File: src/rtl/seg_pkg.sv
// Shared types and constants for the 7-segment display path.
// Glyphs are active-high {g,f,e,d,c,b,a}; invert for common-anode segment pins.
package seg_pkg;

    localparam int BCD_W = 4;
    localparam int SEG_W = 7;
    localparam logic ANODE_OFF = 1'b1;

    typedef logic [BCD_W-1:0] bcd_t;
    typedef logic [SEG_W-1:0] seg_t;

    localparam seg_t SEG_0   = 7'h3F;
    localparam seg_t SEG_1   = 7'h06;
    localparam seg_t SEG_2   = 7'h5B;
    localparam seg_t SEG_3   = 7'h4F;
    localparam seg_t SEG_4   = 7'h66;
    localparam seg_t SEG_5   = 7'h6D;
    localparam seg_t SEG_6   = 7'h7D;
    localparam seg_t SEG_7   = 7'h07;
    localparam seg_t SEG_8   = 7'h7F;
    localparam seg_t SEG_9   = 7'h6F;
    localparam seg_t SEG_ERR = 7'h79;

    function automatic seg_t bcd_to_seg(bcd_t d);
        seg_t s;
        case (d)
            4'd0:    s = SEG_0;
            4'd1:    s = SEG_1;
            4'd2:    s = SEG_2;
            4'd3:    s = SEG_3;
            4'd4:    s = SEG_4;
            4'd5:    s = SEG_5;
            4'd6:    s = SEG_6;
            4'd7:    s = SEG_7;
            4'd8:    s = SEG_8;
            4'd9:    s = SEG_9;
            default: s = SEG_ERR;
        endcase
        return s;
    endfunction

endpackage

File: src/rtl/seg_prescaler.sv
// Slot cycle counter; flags describe the cycle the next clock edge produces.
module seg_prescaler
    import seg_pkg::*;
#(
    parameter int PRESCALE     = 50000,
    parameter int BLANK_CYCLES = 16
) (
    input  logic clk,
    input  logic rst,
    output logic slot_start,
    output logic blank,
    output logic slot_end
);

    localparam int CW = $clog2(PRESCALE + 1);

    logic [CW-1:0] cnt_q, cnt_d;

    always_comb begin
        slot_start = (cnt_q == '0);
        slot_end   = (cnt_q == CW'(PRESCALE - 1));
        blank      = (int'(cnt_q) < BLANK_CYCLES);
        cnt_d      = slot_end ? '0 : cnt_q + CW'(1);
    end

    always_ff @(posedge clk or posedge rst) begin
        if (rst) cnt_q <= '0;
        else     cnt_q <= cnt_d;
    end

endmodule

File: src/rtl/seg_scan_mux.sv
// Time-multiplexed common-anode 7-segment scanner with double-buffered digits,
// dead-time between slots and optional leading-zero blanking.
module seg_scan_mux
    import seg_pkg::*;
#(
    parameter int NUM_DIGITS   = 4,
    parameter int PRESCALE     = 50000,
    parameter int BLANK_CYCLES = 16
) (
    input  logic                        clk,
    input  logic                        rst,
    input  logic [BCD_W*NUM_DIGITS-1:0] digits_i,
    input  logic                        load_i,
    input  logic                        lz_en_i,
    output logic [BCD_W-1:0]            bcd_o,
    output logic [NUM_DIGITS-1:0]       an_o,
    output logic                        frame_o,
    output logic                        err_o
);

    localparam int IW = $clog2(NUM_DIGITS);

    logic slot_start, blank, slot_end;

    seg_prescaler #(
        .PRESCALE     (PRESCALE),
        .BLANK_CYCLES (BLANK_CYCLES)
    ) u_prescaler (
        .clk        (clk),
        .rst        (rst),
        .slot_start (slot_start),
        .blank      (blank),
        .slot_end   (slot_end)
    );

    bcd_t [NUM_DIGITS-1:0] pend_q, pend_d;
    bcd_t [NUM_DIGITS-1:0] act_q, act_d;
    logic [IW-1:0]         idx_q, idx_d;
    bcd_t                  bcd_q, bcd_d;
    logic [NUM_DIGITS-1:0] an_q, an_d;
    logic                  frame_q, frame_d;
    logic                  err_q, err_d;
    logic                  upper_nz, lz_blank;

    always_comb begin
        pend_d = load_i ? digits_i : pend_q;
        act_d  = act_q;
        // Frame boundary: a same-cycle load bypasses pending so it is not lost a frame
        if (slot_start && idx_q == '0)
            act_d = load_i ? digits_i : pend_q;
        idx_d = idx_q;
        if (slot_end)
            idx_d = (idx_q == IW'(NUM_DIGITS - 1)) ? '0 : idx_q + IW'(1);
        upper_nz = 1'b0;
        err_d    = 1'b0;
        for (int i = 0; i < NUM_DIGITS; i++) begin
            if (act_d[i] > bcd_t'(9)) err_d = 1'b1;
            if (i >= int'(idx_q) && act_d[i] != '0) upper_nz = 1'b1;
        end
        lz_blank = lz_en_i && (idx_q != '0) && !upper_nz;
        an_d = {NUM_DIGITS{ANODE_OFF}};
        if (!blank && !lz_blank) an_d[idx_q] = ~ANODE_OFF;
        bcd_d   = slot_start ? act_d[idx_q] : bcd_q;
        frame_d = slot_start && (idx_q == '0);
    end

    always_ff @(posedge clk or posedge rst) begin
        if (rst) begin
            pend_q  <= '0;
            act_q   <= '0;
            idx_q   <= '0;
            bcd_q   <= '0;
            an_q    <= {NUM_DIGITS{ANODE_OFF}};
            frame_q <= 1'b0;
            err_q   <= 1'b0;
        end else begin
            pend_q  <= pend_d;
            act_q   <= act_d;
            idx_q   <= idx_d;
            bcd_q   <= bcd_d;
            an_q    <= an_d;
            frame_q <= frame_d;
            err_q   <= err_d;
        end
    end

    assign bcd_o   = bcd_q;
    assign an_o    = an_q;
    assign frame_o = frame_q;
    assign err_o   = err_q;

endmodule
File: config.mk
export PLATFORM = sky130hd
export DESIGN_NAME = seg_scan_mux
export DESIGN_NICKNAME = d
export VERILOG_FILES = /design/src/rtl/seg_pkg.sv /design/src/rtl/seg_prescaler.sv /design/src/rtl/seg_scan_mux.sv
export SDC_FILE = /design/constraint.sdc
export NUM_CORES = 1
export LEC_CHECK = 0
export CORE_AREA = 3 3 91 102
export DETAILED_ROUTE_END_ITERATION = 7
export DIE_AREA = 0 0 94 105
export GPL_TIMING_DRIVEN = 0
export PLACE_DENSITY = 0.58
export SYNTH_ARGS = -nofsm -noshare
export SYNTH_HDL_FRONTEND = slang
export SYNTH_SLANG_ARGS = --single-unit
File: constraint.sdc
create_clock -name clk -period 4.7 [get_ports clk]
set_input_delay 0.94 -clock clk [delete_from_list [all_inputs] [get_ports clk]]
set_output_delay 0.94 -clock clk [all_outputs]
set_load 0.02 [all_outputs]
==> metrics.yaml <==
grt_max_degree: 35
clkLatencyLatePin_ns: 0.35
antenna_cells: 0
fmax_mhz: 351
cpPeakStageDelay_ns: 0.48
dieWidth_um: 94
netlist-cell-type-count: 47
worst_hold_path_type: "register to register"
clk_pin_slew_worst_paths_ns: 0.07
syn_nets: 306
synth_warnings: 0
grt_pass1_vias: 2170
final_layout_size_suffix_gt1_frac: 0.142
critPathKind: "input port to register"
yosys.area.top_type: "dfrtp_1"
synth_top_area_frac: 0.484
post-place-ws_ns: 1.47
finClkSkew_ns: 0.00970
area_growth_pct: 22.5
cpLargestDelayFamily: "buffers and inverters"
via_count: 2122
cts_resized: 0
total_power_w: 0.00114
synth_area_leaders: "dfrtp_1 (48%), mux2i_1 (4.1%), o21ai_0 (3.8%), dfstp_2 (3.6%), nand2_1 (3.5%)"
cts_root_buf: "clkbuf_8"
via_per_inst: 4.87
setup_slack_ns: 1.85
arrival_ns: 3.08
clockBufferDepth: 2
io_buffer_count: 29
cts-htree-levels: 3
cts_setup_buffers: 0
wl_mm: 6.49
ys_seq_area_frac: 0.520
startpoint_type: "input port"
cp_data_required_time_ns: 4.93
async_flop_share: 1.00
status: "finished, final reports clean"
path_max_fanout: 10
setup_viol_count_final: 0
max_slew.worst_pin.slew_ns: 0.742
hold_viol: 0
die-area_um2: 9870
ir_drop_mv: 0.119
power_density_nw_per_um2: 321
ios: 30
fin_cells: 436
synth_edf_count: 0
antenna_found_initial: 0
maxSlewHeadroom: 0.505
fin_area_um2: 3550
synth_flop_cell: "dfrtp_1"
grt-ovfl-total: 0
cap_violations: 0
drt_iter0_drc: 80
syn_inst: 279
dp.cells: 420
rsz0062_at_grt: "no"
synth_area_um2: 2900
start_util: 0.348
crit_chain: "clkdlybuf4s50_1 -> buf_4 -> buf_2 -> mux2i_1 -> a21boi_0 -> a2111o_1 -> a22o_1"
dp_hpwl_mm: 4.74
crit_buf_inv: 3
p_leak_nw: 1.57
core-area_um2: 8320
finalCriticalPeriod_ns: 2.85
finalCritPeriodShare: 0.606
cts_tree: "done"
grt_usage: 0.143
placed_cell_area_um2: 3350
synth_seq_cells: 60
grt_pass1_wl_mm: 10.8
ctsHoldBuffers: 0
rows: 35
numCtsBuffers: 9
slew_viol_final: 0
place.gp.congestion: 0.896
drt-wirelength-per-cell_um: 14.9
drt.antenna.violating_nets: 0
syn_area_per_cell_um2: 10.4
dieHeight_um: 105
finalSetupTns_ns: 0
cp_slowest_cell: "clkdlybuf4s50_1"
drtPass1Iterations: 4
nets: 347
drc: 0
end_kind: "register"
clock_sinks: 60
-- per-layer routing --
| metal | global-route usage | up-vias | share of wire |
|---|---|---|---|
| met2 | 0.223 | 43 | 0.47 |
| met1 | 0.175 | 1003 | 0.46 |
| li1 | - | 1060 | - |
| met4 | 0.0743 | 0 | 0.028 |
| met5 | 0 | - | 0 |
| met3 | 0.0454 | 16 | 0.043 |
-- where the power goes --
part           internal (W)  switching [W]
registers          0.000545      0.0000137
logic             0.0000506      0.0000552
clock network      0.000272       0.000203
total              0.000867       0.000272
-- synth_stat cells (4+ instances only) --
| library cell | instances |
|---|---|
| xnor2_1 | 5 |
| a21oi_1 | 11 |
| ha_1 | 7 |
| nor3_1 | 6 |
| dfrtp_1 | 56 |
| mux2i_1 | 12 |
| nor4_1 | 4 |
| inv_1 | 21 |
| nand3_1 | 11 |
| dfstp_2 | 4 |
| nand4_1 | 4 |
| nand2_1 | 27 |
| mux2_2 | 6 |
| a211oi_1 | 8 |
| xor2_1 | 7 |
| o21ai_0 | 22 |
| buf_2 | 4 |
| clkbuf_1 | 4 |
| nor2_1 | 24 |
-- placed cells by master, fill, tap and decap left out, drive strengths merged, types with 6 or more instances in the layout --
master | netlist | layout
nor3 | 8 | 8
mux2 | 8 | 8
nand2 | 28 | 28
ha | 7 | 7
buf | 5 | 6
o21ai | 25 | 25
a211oi | 8 | 8
a21oi | 11 | 11
clkdlybuf4s50 | 0 | 29
nor2 | 24 | 24
mux2i | 12 | 12
dfrtp | 56 | 56
nor4 | 6 | 6
xor2 | 7 | 7
clkbuf | 4 | 16
nand3 | 11 | 11
inv | 21 | 21
-- final cells by class --
type / instances / area (µm²)
clock buffer: 12 / 155
clock inverter: 4 / 47.5
timing repair buffer: 30 / 310
multi-input combinational: 189 / 1270
sequential: 60 / 1510
tap: 111 / 139
buffer: 9 / 42.5
inverter: 21 / 78.8
fill: 807 / 4770
-- path summary, 6_finish.rpt --
check | from | end | slack (ns) | depth (start not counted)
min in group asynchronous | rst | act_q[1]$_DFF_PP0_ | 1.05 | 2
setup / recovery | load_i | err_o$_DFF_PP0_ | 1.85 | 7
hold / removal | u_prescaler.cnt_q[0]$_DFF_PP0_ | u_prescaler.cnt_q[0]$_DFF_PP0_ | 0.48 | 1
hold reg to reg | u_prescaler.cnt_q[0]$_DFF_PP0_ | u_prescaler.cnt_q[0]$_DFF_PP0_ | 0.48 | 1
max in group asynchronous | rst | an_o[3]$_DFF_PP1_ | 2.98 | 3
setup reg to reg | idx_q[1]$_DFFE_PP0N_ | bcd_o[0]$_DFFE_PP0N_ | 2.18 | 8
-- through the flow --
| stage | utilization | hold WS [ns] |
|---|---|---|
| 2_1_floorplan | - | 0.432 |
| 3_3_place_gp | 0.400 | 0.452 |
| 3_5_place_dp | 0.402 | 0.458 |
| 4_1_cts | 0.427 | 0.475 |
| 5_1_grt | 0.427 | 0.505 |
| 6_report | 0.427 | 0.476 |
-- sequential cells by signal (all words and copies together), names as in the netlist --
register,cells
frame_o,1
pend_q,16
bcd_o,4
act_q,16
u_prescaler.cnt_q,16
err_o,1
idx_q,2
an_o,4
-- logic make-up after synthesis --
| kind of cell | Yosys count | synth area share |
|---|---|---|
| XOR/XNOR | 12 | 0.0363 |
| multiplexers | 21 | 0.0829 |
| AND/OR/NAND/NOR | 95 | 0.176 |
| adder cells (fa/ha/maj) | 7 | 0.0302 |
| buffers and inverters | 30 | 0.0419 |
| flip-flops | 60 | 0.520 |
| AO/OA/AOI/OAI | 54 | 0.113 |
Power figures use the tool's default switching activity.
